File: src/rtl/music_pkg.sv
// Song RAM format shared by the recorder and the playback unit: field widths,
// reserved codes and the recorder state encoding.
package music_pkg;

    localparam int unsigned ADDR_W = 10;
    localparam int unsigned TONE_W = 7;
    localparam int unsigned NOTE_W = 7;

    localparam logic [TONE_W-1:0] REST_TONE = {TONE_W{1'b0}};
    localparam logic [NOTE_W-1:0] END_NOTE  = {NOTE_W{1'b0}};
    localparam logic [NOTE_W-1:0] NOTE_ZERO = {NOTE_W{1'b0}};
    localparam logic [NOTE_W-1:0] NOTE_ONE  = {{(NOTE_W-1){1'b0}}, 1'b1};
    localparam logic [NOTE_W-1:0] NOTE_MAX  = {NOTE_W{1'b1}};

    localparam logic [ADDR_W-1:0] ADDR_ZERO      = {ADDR_W{1'b0}};
    localparam logic [ADDR_W-1:0] ADDR_ONE       = {{(ADDR_W-1){1'b0}}, 1'b1};
    localparam logic [ADDR_W-1:0] MAX_ADDR       = {ADDR_W{1'b1}};
    localparam logic [ADDR_W-1:0] LAST_DATA_ADDR = MAX_ADDR - ADDR_ONE;

    typedef enum logic [2:0] {
        REC_IDLE    = 3'd0,
        REC_ARMED   = 3'd1,
        REC_CAPTURE = 3'd2,
        REC_FLUSH   = 3'd3,
        REC_TERM    = 3'd4,
        REC_DONE    = 3'd5
    } rec_state_e;

    // A zero-TICK run still occupies one TICK when it is stored.
    function automatic logic [NOTE_W-1:0] round_up_note(input logic [NOTE_W-1:0] n);
        return (n == NOTE_ZERO) ? NOTE_ONE : n;
    endfunction

endpackage

File: src/rtl/note_timer.sv
// Duration counter for the run being captured: counts TICKs, flags saturation at
// NOTE_MAX and restarts at one so a long note splits into back-to-back entries.
module note_timer
    import music_pkg::*;
(
    input  logic              clk,
    input  logic              rst_n,
    input  logic              tick_i,
    input  logic              run_i,
    input  logic              clr_i,
    input  logic              load_i,
    input  logic [NOTE_W-1:0] load_val_i,
    output logic [NOTE_W-1:0] cnt_o,
    output logic [NOTE_W-1:0] eff_o,
    output logic              sat_o
);

    logic [NOTE_W-1:0] cnt_d;
    logic [NOTE_W-1:0] cnt_q;
    logic [NOTE_W-1:0] eff_s;
    logic              sat_s;

    // eff_s is the run length including a TICK arriving this cycle, capped at NOTE_MAX.
    always_comb begin
        sat_s = (cnt_q == NOTE_MAX);
        if (tick_i && !sat_s) begin
            eff_s = cnt_q + NOTE_ONE;
        end else begin
            eff_s = cnt_q;
        end
        if (load_i) begin
            cnt_d = load_val_i;
        end else if (clr_i) begin
            cnt_d = NOTE_ZERO;
        end else if (run_i && tick_i) begin
            cnt_d = sat_s ? NOTE_ONE : (cnt_q + NOTE_ONE);
        end else begin
            cnt_d = cnt_q;
        end
    end

    always_ff @(posedge clk or negedge rst_n) begin
        if (!rst_n) begin
            cnt_q <= NOTE_ZERO;
        end else begin
            cnt_q <= cnt_d;
        end
    end

    assign cnt_o = cnt_q;
    assign eff_o = eff_s;
    assign sat_o = sat_s;

endmodule

File: src/rtl/music_recorder.sv
// Records live keyboard play into the song RAM as {tone, duration} runs ended by {0,0}.
// Build option MUSIC_REC_GLITCH_FILTER_EN drops zero-TICK runs instead of storing them as 1.
module music_recorder
    import music_pkg::*;
(
    input  logic              CLK,
    input  logic              RST,
    input  logic              EN,
    input  logic              TICK,
    input  logic [TONE_W-1:0] TONE_IN,
    output logic              WrEn,
    output logic [ADDR_W-1:0] WrAddr,
    output logic [TONE_W-1:0] WrTone,
    output logic [NOTE_W-1:0] WrNote,
    output logic              RECORDING,
    output logic              FULL,
    output logic [ADDR_W-1:0] LENGTH
);

    rec_state_e        state_d, state_q;
    logic [TONE_W-1:0] tone_d, tone_q;
    logic              en_d, en_q;
    logic [TONE_W-1:0] cur_tone_d, cur_tone_q;
    logic [ADDR_W-1:0] addr_d, addr_q;
    logic              full_d, full_q;
    logic              recording_d, recording_q;
    logic              wr_en_d, wr_en_q;
    logic [ADDR_W-1:0] wr_addr_d, wr_addr_q;
    logic [TONE_W-1:0] wr_tone_d, wr_tone_q;
    logic [NOTE_W-1:0] wr_note_d, wr_note_q;
`ifdef MUSIC_REC_GLITCH_FILTER_EN
    logic              pend_v_d, pend_v_q;
    logic [TONE_W-1:0] pend_tone_d, pend_tone_q;
    logic [NOTE_W-1:0] pend_note_d, pend_note_q;
`endif

    logic              en_rise_s;
    logic              change_s;
    logic              data_wr_s;
    logic [TONE_W-1:0] data_tone_s;
    logic [NOTE_W-1:0] data_note_s;
    logic              tmr_run_s;
    logic              tmr_clr_s;
    logic              tmr_load_s;
    logic [NOTE_W-1:0] tmr_load_val_s;
    logic [NOTE_W-1:0] tmr_cnt_s;
    logic [NOTE_W-1:0] tmr_eff_s;
    logic              tmr_sat_s;

    note_timer u_note_timer (
        .clk        (CLK),
        .rst_n      (RST),
        .tick_i     (TICK),
        .run_i      (tmr_run_s),
        .clr_i      (tmr_clr_s),
        .load_i     (tmr_load_s),
        .load_val_i (tmr_load_val_s),
        .cnt_o      (tmr_cnt_s),
        .eff_o      (tmr_eff_s),
        .sat_o      (tmr_sat_s)
    );

    assign en_rise_s = EN && !en_q;
    assign change_s  = (tone_q != cur_tone_q);

    // Next-state, run bookkeeping and the single RAM write port mux.
    always_comb begin
        state_d        = state_q;
        tone_d         = TONE_IN;
        en_d           = EN;
        cur_tone_d     = cur_tone_q;
        addr_d         = addr_q;
        full_d         = full_q;
        wr_en_d        = 1'b0;
        wr_addr_d      = wr_addr_q;
        wr_tone_d      = wr_tone_q;
        wr_note_d      = wr_note_q;
        data_wr_s      = 1'b0;
        data_tone_s    = cur_tone_q;
        data_note_s    = tmr_cnt_s;
        tmr_run_s      = 1'b0;
        tmr_clr_s      = 1'b0;
        tmr_load_s     = 1'b0;
        tmr_load_val_s = NOTE_ZERO;
`ifdef MUSIC_REC_GLITCH_FILTER_EN
        pend_v_d       = pend_v_q;
        pend_tone_d    = pend_tone_q;
        pend_note_d    = pend_note_q;
`endif

        case (state_q)
            REC_IDLE, REC_DONE: begin
                if (en_rise_s) begin
                    state_d = REC_ARMED;
                    addr_d  = ADDR_ZERO;
                    full_d  = 1'b0;
                end else begin
                    state_d = state_q;
                end
            end
            REC_ARMED: begin
                if (!EN) begin
                    state_d = REC_TERM;
                end else if (tone_q != REST_TONE) begin
                    state_d    = REC_CAPTURE;
                    cur_tone_d = tone_q;
                    tmr_clr_s  = 1'b1;
`ifdef MUSIC_REC_GLITCH_FILTER_EN
                    pend_v_d   = 1'b0;
`endif
                end else begin
                    state_d = REC_ARMED;
                end
            end
            REC_CAPTURE: begin
                if (!EN) begin
                    state_d = REC_FLUSH;
                end else if (change_s) begin
                    cur_tone_d = tone_q;
                    tmr_clr_s  = 1'b1;
`ifdef MUSIC_REC_GLITCH_FILTER_EN
                    // Finished runs wait one run in pend_* so a dropped glitch can merge back.
                    if (tmr_eff_s == NOTE_ZERO) begin
                        if (pend_v_q && (pend_tone_q == tone_q)) begin
                            tmr_clr_s      = 1'b0;
                            tmr_load_s     = 1'b1;
                            tmr_load_val_s = pend_note_q;
                            pend_v_d       = 1'b0;
                        end else begin
                            pend_v_d = pend_v_q;
                        end
                    end else begin
                        if (pend_v_q) begin
                            data_wr_s   = 1'b1;
                            data_tone_s = pend_tone_q;
                            data_note_s = pend_note_q;
                        end else begin
                            data_wr_s = 1'b0;
                        end
                        pend_v_d    = 1'b1;
                        pend_tone_d = cur_tone_q;
                        pend_note_d = tmr_eff_s;
                    end
`else
                    data_wr_s   = 1'b1;
                    data_tone_s = cur_tone_q;
                    data_note_s = round_up_note(tmr_eff_s);
`endif
                end else if (TICK) begin
                    tmr_run_s = 1'b1;
`ifdef MUSIC_REC_GLITCH_FILTER_EN
                    if (pend_v_q) begin
                        data_wr_s   = 1'b1;
                        data_tone_s = pend_tone_q;
                        data_note_s = pend_note_q;
                        pend_v_d    = 1'b0;
                    end else if (tmr_sat_s) begin
                        data_wr_s   = 1'b1;
                        data_note_s = NOTE_MAX;
                    end else begin
                        data_wr_s = 1'b0;
                    end
`else
                    if (tmr_sat_s) begin
                        data_wr_s   = 1'b1;
                        data_note_s = NOTE_MAX;
                    end else begin
                        data_wr_s = 1'b0;
                    end
`endif
                end else begin
                    tmr_run_s = 1'b0;
                end
            end
            REC_FLUSH: begin
                state_d = REC_TERM;
`ifdef MUSIC_REC_GLITCH_FILTER_EN
                if (pend_v_q) begin
                    data_wr_s   = (pend_tone_q != REST_TONE);
                    data_tone_s = pend_tone_q;
                    data_note_s = pend_note_q;
                end else begin
                    data_wr_s = (cur_tone_q != REST_TONE) && (tmr_cnt_s != NOTE_ZERO);
                end
                pend_v_d = 1'b0;
`else
                data_wr_s   = (cur_tone_q != REST_TONE);
                data_note_s = round_up_note(tmr_cnt_s);
`endif
            end
            REC_TERM: begin
                wr_en_d   = 1'b1;
                wr_addr_d = addr_q;
                wr_tone_d = REST_TONE;
                wr_note_d = END_NOTE;
                state_d   = REC_DONE;
            end
            default: begin
                state_d = REC_IDLE;
            end
        endcase

        if (data_wr_s) begin
            wr_en_d   = 1'b1;
            wr_addr_d = addr_q;
            wr_tone_d = data_tone_s;
            wr_note_d = data_note_s;
            addr_d    = addr_q + ADDR_ONE;
            if (addr_q == LAST_DATA_ADDR) begin
                full_d  = 1'b1;
                state_d = REC_TERM;
            end else begin
                full_d = full_q;
            end
        end else begin
            addr_d = addr_d;
        end

        recording_d = (state_d == REC_ARMED) || (state_d == REC_CAPTURE) ||
                      (state_d == REC_FLUSH) || (state_d == REC_TERM);
    end

    // All recorder state and registered outputs.
    always_ff @(posedge CLK or negedge RST) begin
        if (!RST) begin
            state_q     <= REC_IDLE;
            tone_q      <= REST_TONE;
            en_q        <= 1'b0;
            cur_tone_q  <= REST_TONE;
            addr_q      <= ADDR_ZERO;
            full_q      <= 1'b0;
            recording_q <= 1'b0;
            wr_en_q     <= 1'b0;
            wr_addr_q   <= ADDR_ZERO;
            wr_tone_q   <= REST_TONE;
            wr_note_q   <= NOTE_ZERO;
`ifdef MUSIC_REC_GLITCH_FILTER_EN
            pend_v_q    <= 1'b0;
            pend_tone_q <= REST_TONE;
            pend_note_q <= NOTE_ZERO;
`endif
        end else begin
            state_q     <= state_d;
            tone_q      <= tone_d;
            en_q        <= en_d;
            cur_tone_q  <= cur_tone_d;
            addr_q      <= addr_d;
            full_q      <= full_d;
            recording_q <= recording_d;
            wr_en_q     <= wr_en_d;
            wr_addr_q   <= wr_addr_d;
            wr_tone_q   <= wr_tone_d;
            wr_note_q   <= wr_note_d;
`ifdef MUSIC_REC_GLITCH_FILTER_EN
            pend_v_q    <= pend_v_d;
            pend_tone_q <= pend_tone_d;
            pend_note_q <= pend_note_d;
`endif
        end
    end

    assign WrEn      = wr_en_q;
    assign WrAddr    = wr_addr_q;
    assign WrTone    = wr_tone_q;
    assign WrNote    = wr_note_q;
    assign RECORDING = recording_q;
    assign FULL      = full_q;
    assign LENGTH    = addr_q;

endmodule

File: config.mk
export PLATFORM = sky130hd
export DESIGN_NAME = music_recorder
export DESIGN_NICKNAME = d
export VERILOG_FILES = /design/src/rtl/music_pkg.sv /design/src/rtl/note_timer.sv /design/src/rtl/music_recorder.sv
export SDC_FILE = /design/constraint.sdc
export NUM_CORES = 1
export LEC_CHECK = 0
export CAP_MARGIN = 25
export CORE_MARGIN = 2
export CORE_UTILIZATION = 40
export DETAILED_ROUTE_END_ITERATION = 10
export PLACE_DENSITY = 0.73
export SLEW_MARGIN = 20
export SYNTH_ARGS = -nofsm -noshare
export SYNTH_HDL_FRONTEND = slang
export SYNTH_SLANG_ARGS = --single-unit
File: constraint.sdc
create_clock -name CLK -period 2.1 [get_ports CLK]
set_input_delay 0.42 -clock CLK [delete_from_list [all_inputs] [get_ports CLK]]
set_output_delay 0.42 -clock CLK [all_outputs]
set_load 0.02 [all_outputs]
# Word level (Yosys, flattened, before mapping)
# Index checks and enable logic that the tools add are counted.
# totals
reg_bits,62
elab_cells,104
# op_classes
n_addsub,2
n_eq_ne,17
muxes,51
n_reduce_logical,22
# ops
operator,n
two-way mux 7 bit,17
two-way mux 10 bit,5
case mux 7 bit (2 select lines),2
two-way mux 1 bit,18
two-way mux 3 bit,5
case mux 3 bit (5 select lines),1
logical NOT 7 bit,2
nonzero test 7 bit,2
equality test 3 x 2 -> 1 bit (second input constant),4
adder 10 x 1 -> 10 bit (second input constant),1
equality test 10 bit (second input constant),1
nonzero test 2 bit,5
equality test 3 bit (second input constant),3
inequality test 2 bit (second input constant),4
adder 7 x 1 -> 7 bit (second input constant),1
equality test 7 bit (second input constant),1
inequality test 7 bit,1
equality test 3 x 1 -> 1 bit (second input constant),2
AND reduction 5 bit,1
case mux 1 bit (2 select lines),2
logical AND 1 bit,3
logical NOT 3 bit,1
logical OR 1 bit,3
AND reduction 3 bit,1
5 further kinds,6

# Logic depth before layout (Yosys ltp)
# Gate-level depths: netlist of the first run.
# logic_depth
ltp_word,11
depth_mapped,8
mapped_depth_nobuf,7

# Cells and area by module
# A second synthesis of the first run with hierarchy kept.
# unflattened
hier_cells,306
area_unflattened_um2,3261.9
# modules_own_cells
module,n_inst,cells_per_inst,area_each_um2,seq_area_each_um2
music_recorder,1,236,2690.1,1376.3
note_timer,1,70,571.8,175.2

# Worst setup path after synthesis of the first run
# Ideal clock, no wire load.
# synth_path
path_type,register -> register
start,"reg u_note_timer.cnt_q[1], in the netlist u_note_timer.cnt_o[1]"
end,"reg wr_addr_q[0], in the netlist WrAddr[0]"
arrival_time_ps,1999
path_slack_ps,-24
path_stages_with_launch,9
path_cell_list,dfrtp_1 ha_1 and3_1 nand3_1 a31oi_4 or2_4 a21oi_4 buf_6 mux2_4
# synth_via
elab_chain_cells,7
elab_cells_between_ends,8
# synth_rtl
element,line,text
from (decl),note_timer.sv:19,logic [NOTE_W-1:0] cnt_q;
from (signal assigned),note_timer.sv:46,cnt_q <= cnt_d;
equality test 7 bit *,note_timer.sv:25,sat_s = (cnt_q == NOTE_MAX);
two-way mux 1 bit *,music_recorder.sv:164,if (tmr_sat_s) begin
two-way mux 1 bit *,music_recorder.sv:149,end else if (TICK) begin
two-way mux 1 bit *,music_recorder.sv:118,end else if (change_s) begin
two-way mux 1 bit *,music_recorder.sv:116,if (!EN) begin
case mux 1 bit (2 select lines) *,music_recorder.sv:91,case (state_q)
two-way mux 10 bit or nonzero test 2 bit (tied branches),n/a,
to (signal assigned),music_recorder.sv:251,wr_addr_q <= wr_addr_d;
to (decl),music_recorder.sv:28,"logic [ADDR_W-1:0] wr_addr_d, wr_addr_q;"
# Mark *: on every way between the ends. The rest lies on a longest branch, timed or not.
# A chain may end at the register's enable or synchronous reset.

# Worst setup path in the final report of the first run
# layout_path
start,reg tone_q[2]
end,"reg wr_addr_q[5], in the netlist WrAddr[5]"
# layout_via
elab_chain_cells,5
elab_cells_between_ends,6
# layout_rtl
element,line,text
from (decl),music_recorder.sv:21,"logic [TONE_W-1:0] tone_d, tone_q;"
from (signal assigned),music_recorder.sv:244,tone_q <= tone_d;
inequality test 7 bit *,music_recorder.sv:64,assign change_s = (tone_q != cur_tone_q);
two-way mux 1 bit *,music_recorder.sv:118,
two-way mux 1 bit *,music_recorder.sv:116,
case mux 1 bit (2 select lines) *,music_recorder.sv:91,
two-way mux 10 bit or nonzero test 2 bit (tied branches),n/a,
# Marks and branches as above.

==> flow_metrics.env, run 1 <==
export IMPL_seqCellArea_um2=1550
export IMPL_dpl_hpwl_mm=5.26
export IMPL_synth_distinct_cells=55
export IMPL_wl_per_cell_um=15.9
export IMPL_stdcell_area_um2=4310
export IMPL_drive_above_1_share=0.286
export IMPL_max_stage_delay_ns=0.39
export IMPL_htreeDepth=3
export IMPL_netSwitchingFraction=0.362
export IMPL_hold_path_class="in2async"
export IMPL_tns_ns=-0.0294
export IMPL_diodes=0
export IMPL_setup_viol=3
export IMPL_synthSimpleGateAreaFrac=0.187
export IMPL_finalClockSkew_ns=0.00825
export IMPL_synth_top_family_by_area="simple AND/OR/NAND/NOR gates"
export IMPL_worst_slew_pin_slew_ns=0.464
export IMPL_cts_tree="done"
export IMPL_p_per_area_nw_per_um2=1170
export IMPL_cts_sinks=62
export IMPL_seq_power_share=0.334
export IMPL_fp_dieW_um=91.5
export IMPL_area_growth_synth_to_final_pct=40.7
export IMPL_cpMaxStageDelayCell="dfrtp_1"
export IMPL_syn_area_um2=3060
export IMPL_synthMuxAreaShare=0.0842
export IMPL_grt_overflow_total=0
export IMPL_yosysWarnings=0
export IMPL_cts_buffers=9
export IMPL_setup_slack_ns=-0.0123
export IMPL_yosysMostFrequentCell="dfrtp_1"
export IMPL_synthTopCellsByCount="dfrtp_1 (62), nand2_1 (20), nand3_1 (15), nor2_1 (13), a22o_1 (11)"
export IMPL_clock_latency_ns=0.34
export IMPL_start_util=0.417
export IMPL_worstPathArrival_ns=2.34
export IMPL_multiInputGateArea_um2=1530
export IMPL_finalHoldViolCount=0
export IMPL_slew_viol_final=0
export IMPL_vias_per_cell=5.35
export IMPL_synth_seq_cells=62
export IMPL_grt_pass1_wl_mm=12.2
export IMPL_cts_buffer_depth=2
export IMPL_core_um2=7330
export IMPL_syn_instance_count=276
export IMPL_crit_path_end_kind="flop"
export IMPL_rows=31
export IMPL_worst_setup_path_type="reg2reg"
export IMPL_switchingPower_mw=1.82
export IMPL_track_usage=0.185
export IMPL_path_cells="xor2_1, nor4_4, a31oi_4, or2_4, a21oi_4, buf_12, mux2_2"
export IMPL_cpLargestDelayFamily="simple AND/OR/NAND/NOR gates"
export IMPL_max_freq_ghz=0.473
export IMPL_worst_hold_slack_ns=0.445
export IMPL_drt_pass1_iterations=4
export IMPL_die_h_um=91.5
export IMPL_rsz0062_at_grt="true"
export IMPL_required_ns=2.33
export IMPL_postRouteAntennaNets=0
export IMPL_comb_power_share=0.458
export IMPL_maxSlewHeadroom=0.690
export IMPL_cap_violations=0
export IMPL_dieArea_um2=8370
export IMPL_p_int_mw=3.20
export IMPL_fillers=595
export IMPL_grt_max_degree=29
export IMPL_nNetsFinal=388
export IMPL_drt_initial_drc_count=176
export IMPL_synth_fa_ha_area_frac=0.0164
export IMPL_ys_seq_area_frac=0.507
export IMPL_wl_mm=7.58
export IMPL_syn_area_per_cell_um2=11.1
export IMPL_synthesis_nets=291
export IMPL_gp_congestion=0.898
export IMPL_synth_compound_area_frac=0.137
export IMPL_clockRootBuffer="clkbuf_8"
export IMPL_crit_buf_inv=1
export IMPL_violations="setup timing"
export IMPL_ir_worst_vdd_mv=0.777
export IMPL_synth_flop_cell="dfrtp_1"
export IMPL_cts_clk_slew_worst_paths_ns=0.06
export IMPL_grt_pass1_vias=2563
export IMPL_netlist_area_leader_share=0.507
export IMPL_num_io_pins=48
export IMPL_start_kind="flop"
export IMPL_pre_cts_slack_ns=-0.551
export IMPL_status="finished with violations"
export IMPL_grt_antenna_before_repair=0
export IMPL_synth_xor_xnor_area_share=0.0372
export IMPL_pwr_share_clk=0.208
export IMPL_via_count=2552
export IMPL_port_buffers=47
export IMPL_p_leak_nw=1.94
export IMPL_fin_crit_sh=1.01
export IMPL_async_flop_share=1.00
export IMPL_crit_path_max_fanout=11
export IMPL_finalCriticalPeriod_ns=2.11
export IMPL_drc=0
export IMPL_place_area_um2=3940
export IMPL_netlist_top_cells_area="dfrtp_1 (51%), mux2_2 (3.7%), mux2_4 (3.4%)"
export IMPL_synth_edff_count=0
export IMPL_synth_largest_area_cell="dfrtp_1"
placed cells by master (no fill, tap or decap), drive strengths merged, types with 3 or more instances in the layout:
cell type / n
a31oi: 4
or3: 3
and3: 4
mux2: 17
ha: 4
nand2b: 5
xor2: 10
a21oi: 11
a22o: 11
clkinv: 4
clkbuf: 10
dfrtp: 62
nor2: 13
mux2i: 4
and2: 4
nand3: 15
nor4: 9
xnor2: 3
nor3: 11
nand4: 6
nand2: 20
o211ai: 3
buf: 54
nor2b: 3
o21ai: 7
clkdlybuf4s50: 46
inv: 4
metal layers:
metal / vias up / track usage / wire (µm)
met5: - / 0 / 0
met4: 0 / 0.0871 / 123
met3: 11 / 0.0373 / 347
met2: 84 / 0.298 / 3720
met1: 1236 / 0.238 / 3380
li1: 1221 / - / -
stage by stage:
step,utilization,power [mW],std cells
final,0.587,5.02,477
after global routing,0.587,5.29,477
after CTS,0.579,4.94,476
after detailed placement,0.537,3.68,454
after global placement,0.537,3.62,454
after floorplan,-,2.85,276
timing repair:
item / CTS / global route
hold buffers: 1 / 0
setup buffers: 4 / 1
cloned: 1 / 0
endpoints found under the hold margin: 7 / 0
resized for setup: 9 / 11
endpoints found under the setup margin: 42 / 22
pin swaps: 2 / 3
cell families (layout without fill, tap and decap cells):
group,Yosys count,count (layout)
multiplexers,21,21
flip-flops,62,62
adder cells (fa/ha/maj),4,4
buffers and inverters,20,121
AO/OA/AOI/OAI,55,56
AND/OR/NAND/NOR,101,101
XOR/XNOR,13,13
state kept, by name, summed over array words and instances, names as in the netlist:
signal and count:
WrTone 7, en_q 1, tone_q 7, WrEn 1
LENGTH 10, FULL 1, RECORDING 1, u_note_timer.cnt_o 7
WrNote 7, state_q 3, cur_tone_q 7, WrAddr 10
cell type report:
type / instances / area share
clock buffer: 10 / 0.0320
clock inverter: 6 / 0.0142
inverter: 4 / 0.00349
multi-input combinational: 195 / 0.355
sequential: 62 / 0.360
tap: 99 / 0.0288
timing repair buffer: 101 / 0.206
power groups by stage:
stage | clock network (mW) | registers (mW) | logic, mW
CTS | 1.07 | 1.68 | 2.20
finish | 1.04 | 1.68 | 2.30
floorplan | 0 | 1.84 | 1.01
global placement | 0 | 1.68 | 1.94
global route | 1.12 | 1.72 | 2.45
detailed placement | 0 | 1.69 | 1.99
worst paths after layout:
| check | endpoint | slack, ns | start | cells past startpoint |
|---|---|---|---|---|
| max in group asynchronous | u_note_timer.cnt_o[5] | 1.06 | RST | 3 |
| worst max register to register | WrAddr[5] | -0.01 | tone_q[2] | 7 |
| worst min register to register | WrNote[2] | 0.48 | WrNote[2] | 1 |
| worst min-delay path | RECORDING | 0.44 | RST | 2 |
| min in group CLK | WrNote[2] | 0.48 | WrNote[2] | 1 |
| worst max-delay path | WrAddr[5] | -0.01 | tone_q[2] | 7 |
Power figures use the tool's default switching activity.
==> inputs of run 2 (changes only) <==
--- a/config.mk
+++ b/config.mk
@@ -6,7 +6,7 @@
 export NUM_CORES = 1
 export LEC_CHECK = 0
 export CAP_MARGIN = 25
-export CORE_MARGIN = 2
+export CORE_MARGIN = 5
 export CORE_UTILIZATION = 40
 export DETAILED_ROUTE_END_ITERATION = 10
 export PLACE_DENSITY = 0.73
==> flow_metrics.env, run 2 (synthesis results as in run 1) <==
export IMPL_finalCriticalPeriod_ns=2.18
export IMPL_worstReg2RegStart="tone_q[3]"
export IMPL_cts_buffers=9
export IMPL_hold_path_class="in2async"
export IMPL_start_kind="flop"
export IMPL_setup_viol=16
export IMPL_maxSlewHeadroom=0.612
export IMPL_cts_tree="done"
export IMPL_gp_congestion=0.865
export IMPL_via_count=2620
export IMPL_crit_path_end_kind="flop"
export IMPL_violations="setup timing"
export IMPL_start_util=0.415
export IMPL_drive_above_1_share=0.348
export IMPL_diodes=0
export IMPL_fillers=594
export IMPL_clock_latency_ns=0.35
export IMPL_dpl_hpwl_mm=5.49
export IMPL_required_ns=2.34
export IMPL_r2r_setup_slack_ns=-0.08
export IMPL_cap_violations=0
export IMPL_p_per_area_nw_per_um2=1170
export IMPL_pwr_share_clk=0.222
export IMPL_status="finished with violations"
export IMPL_globalRouteMet2Util=0.270
export IMPL_crit_path_end="cur_tone_q[1]"
export IMPL_final_cell_mix="dfrtp_1 (62), buf_4 (56), clkdlybuf4s50_1 (46), nand2_1 (19), mux2_4 (17)"
export IMPL_totalPowerFinal_mw=5.30
export IMPL_drt_initial_drc_count=149
export IMPL_rows=31
export IMPL_worst_setup_path_type="reg2reg"
export IMPL_clockRootBuffer="clkbuf_8"
export IMPL_core_um2=7370
export IMPL_rsz0062_at_grt="true"
export IMPL_postRouteAntennaNets=0
export IMPL_max_freq_ghz=0.459
export IMPL_grt_antenna_before_repair=0
export IMPL_p_int_mw=3.39
export IMPL_wl_mm=8.12
export IMPL_seqCellArea_um2=1550
export IMPL_fin_crit_sh=1.04
export IMPL_area_growth_synth_to_final_pct=47.7
export IMPL_finalHoldViolCount=0
export IMPL_dieArea_um2=9500
export IMPL_slew_viol_final=0
export IMPL_grt_pass1_vias=2665
export IMPL_wl_per_cell_um=16.7
export IMPL_nNetsFinal=398
export IMPL_seq_power_share=0.317
export IMPL_htreeDepth=3
export IMPL_multiInputGateArea_um2=1630
export IMPL_fp_dieW_um=97.5
export IMPL_netSwitchingFraction=0.361
export IMPL_stdcell_area_um2=4520
export IMPL_layout_commonest_cell="dfrtp_1"
export IMPL_grt_pass1_wl_mm=13.1
export IMPL_met1_usage=0.217
export IMPL_setup_slack_ns=-0.0763
export IMPL_grt_overflow_total=0
export IMPL_worstSetupStartpoint="tone_q[3]"
export IMPL_cts_clk_slew_worst_paths_ns=0.07
export IMPL_ir_worst_vdd_mv=0.816
export IMPL_worstPathArrival_ns=2.42
export IMPL_die_h_um=97.5
export IMPL_drc=0
export IMPL_grt_busiest_layer="met2"
export IMPL_cts_sinks=62
export IMPL_r2r_cells=8
export IMPL_switchingPower_mw=1.92
export IMPL_worst_slew_pin_slew_ns=0.582
export IMPL_gr_usage_met3=0.0452
export IMPL_timing_rr_end="cur_tone_q[1]"
export IMPL_place_area_um2=3990
export IMPL_finalClockSkew_ns=0.0111
export IMPL_port_buffers=47
export IMPL_cts_buffer_depth=2
export IMPL_crit_path_max_fanout=7
export IMPL_vias_per_cell=5.38
export IMPL_grt_max_degree=31
export IMPL_track_usage=0.169
export IMPL_holdBufCountCts=0
export IMPL_drt_pass1_iterations=4
export IMPL_p_leak_nw=2.01
export IMPL_comb_power_share=0.460
export IMPL_num_io_pins=48
-- run 2: stage by stage --
step                      worst slack [ns]  cells  utilization  setup TNS, ns  hold WS [ns]
after floorplan                     0.0193    276            -              0         0.124
after global placement              -0.474    460        0.542         -11.89         0.461
after detailed placement            -0.525    460        0.542         -13.80         0.459
after CTS                           -0.117    483        0.594         -0.851        0.0730
after global routing                -0.134    487        0.613          -2.33        0.0977
final                              -0.0763    487        0.613         -0.666        0.0575
-- run 2: layer usage --
metal,part of all wire,vias up
met1,0.41,1284
met5,0,-
met2,0.50,82
li1,-,1240
met4,0.021,0
met3,0.066,14
-- run 2: critical path, cell delays in order (launching register included) --
cell	delay (ns)
dfrtp_1	0.40
buf_6	0.12
or4_4	0.54
nor4_4	0.14
buf_4	0.15
nand2b_4	0.13
o22ai_4	0.08
nand3b_4	0.17
mux2_4	0.32
-- run 2: worst min path at each step --
stage	to	start	slack, ns	cells after the start
6_report	WrAddr[5]	RST	0.06	1
5_1_grt	WrAddr[8]	RST	0.1	1
4_1_cts	WrAddr[5]	RST	0.07	1
3_5_place_dp	WrAddr[5]	RST	0.46	1
3_3_place_gp	WrAddr[5]	RST	0.46	1
2_1_floorplan	FULL	RST	0.12	0
-- run 2: cell type report --
cell class                 instances  share of cell area
multi-input combinational        196               0.360
sequential                        62               0.343
timing repair buffer             110               0.217
clock buffer                       9              0.0274
tap                               99              0.0274
clock inverter                     7              0.0213
inverter                           4             0.00332
-- run 2: power groups by stage --
stage	clock network [mW]	registers (mW)	logic, mW
final	1.18	1.68	2.44
after global routing	1.25	1.72	2.59
after CTS	1.20	1.67	2.33
after detailed placement	0	1.69	2.02
after global placement	0	1.68	1.98
after floorplan	0	1.84	1.01
-- run 2: repair_timing --
item,CTS,global route
gates resized for setup,21,25
cloned,1,1
setup buffers,6,3
setup endpoints to repair,47,32
pin swaps,3,14
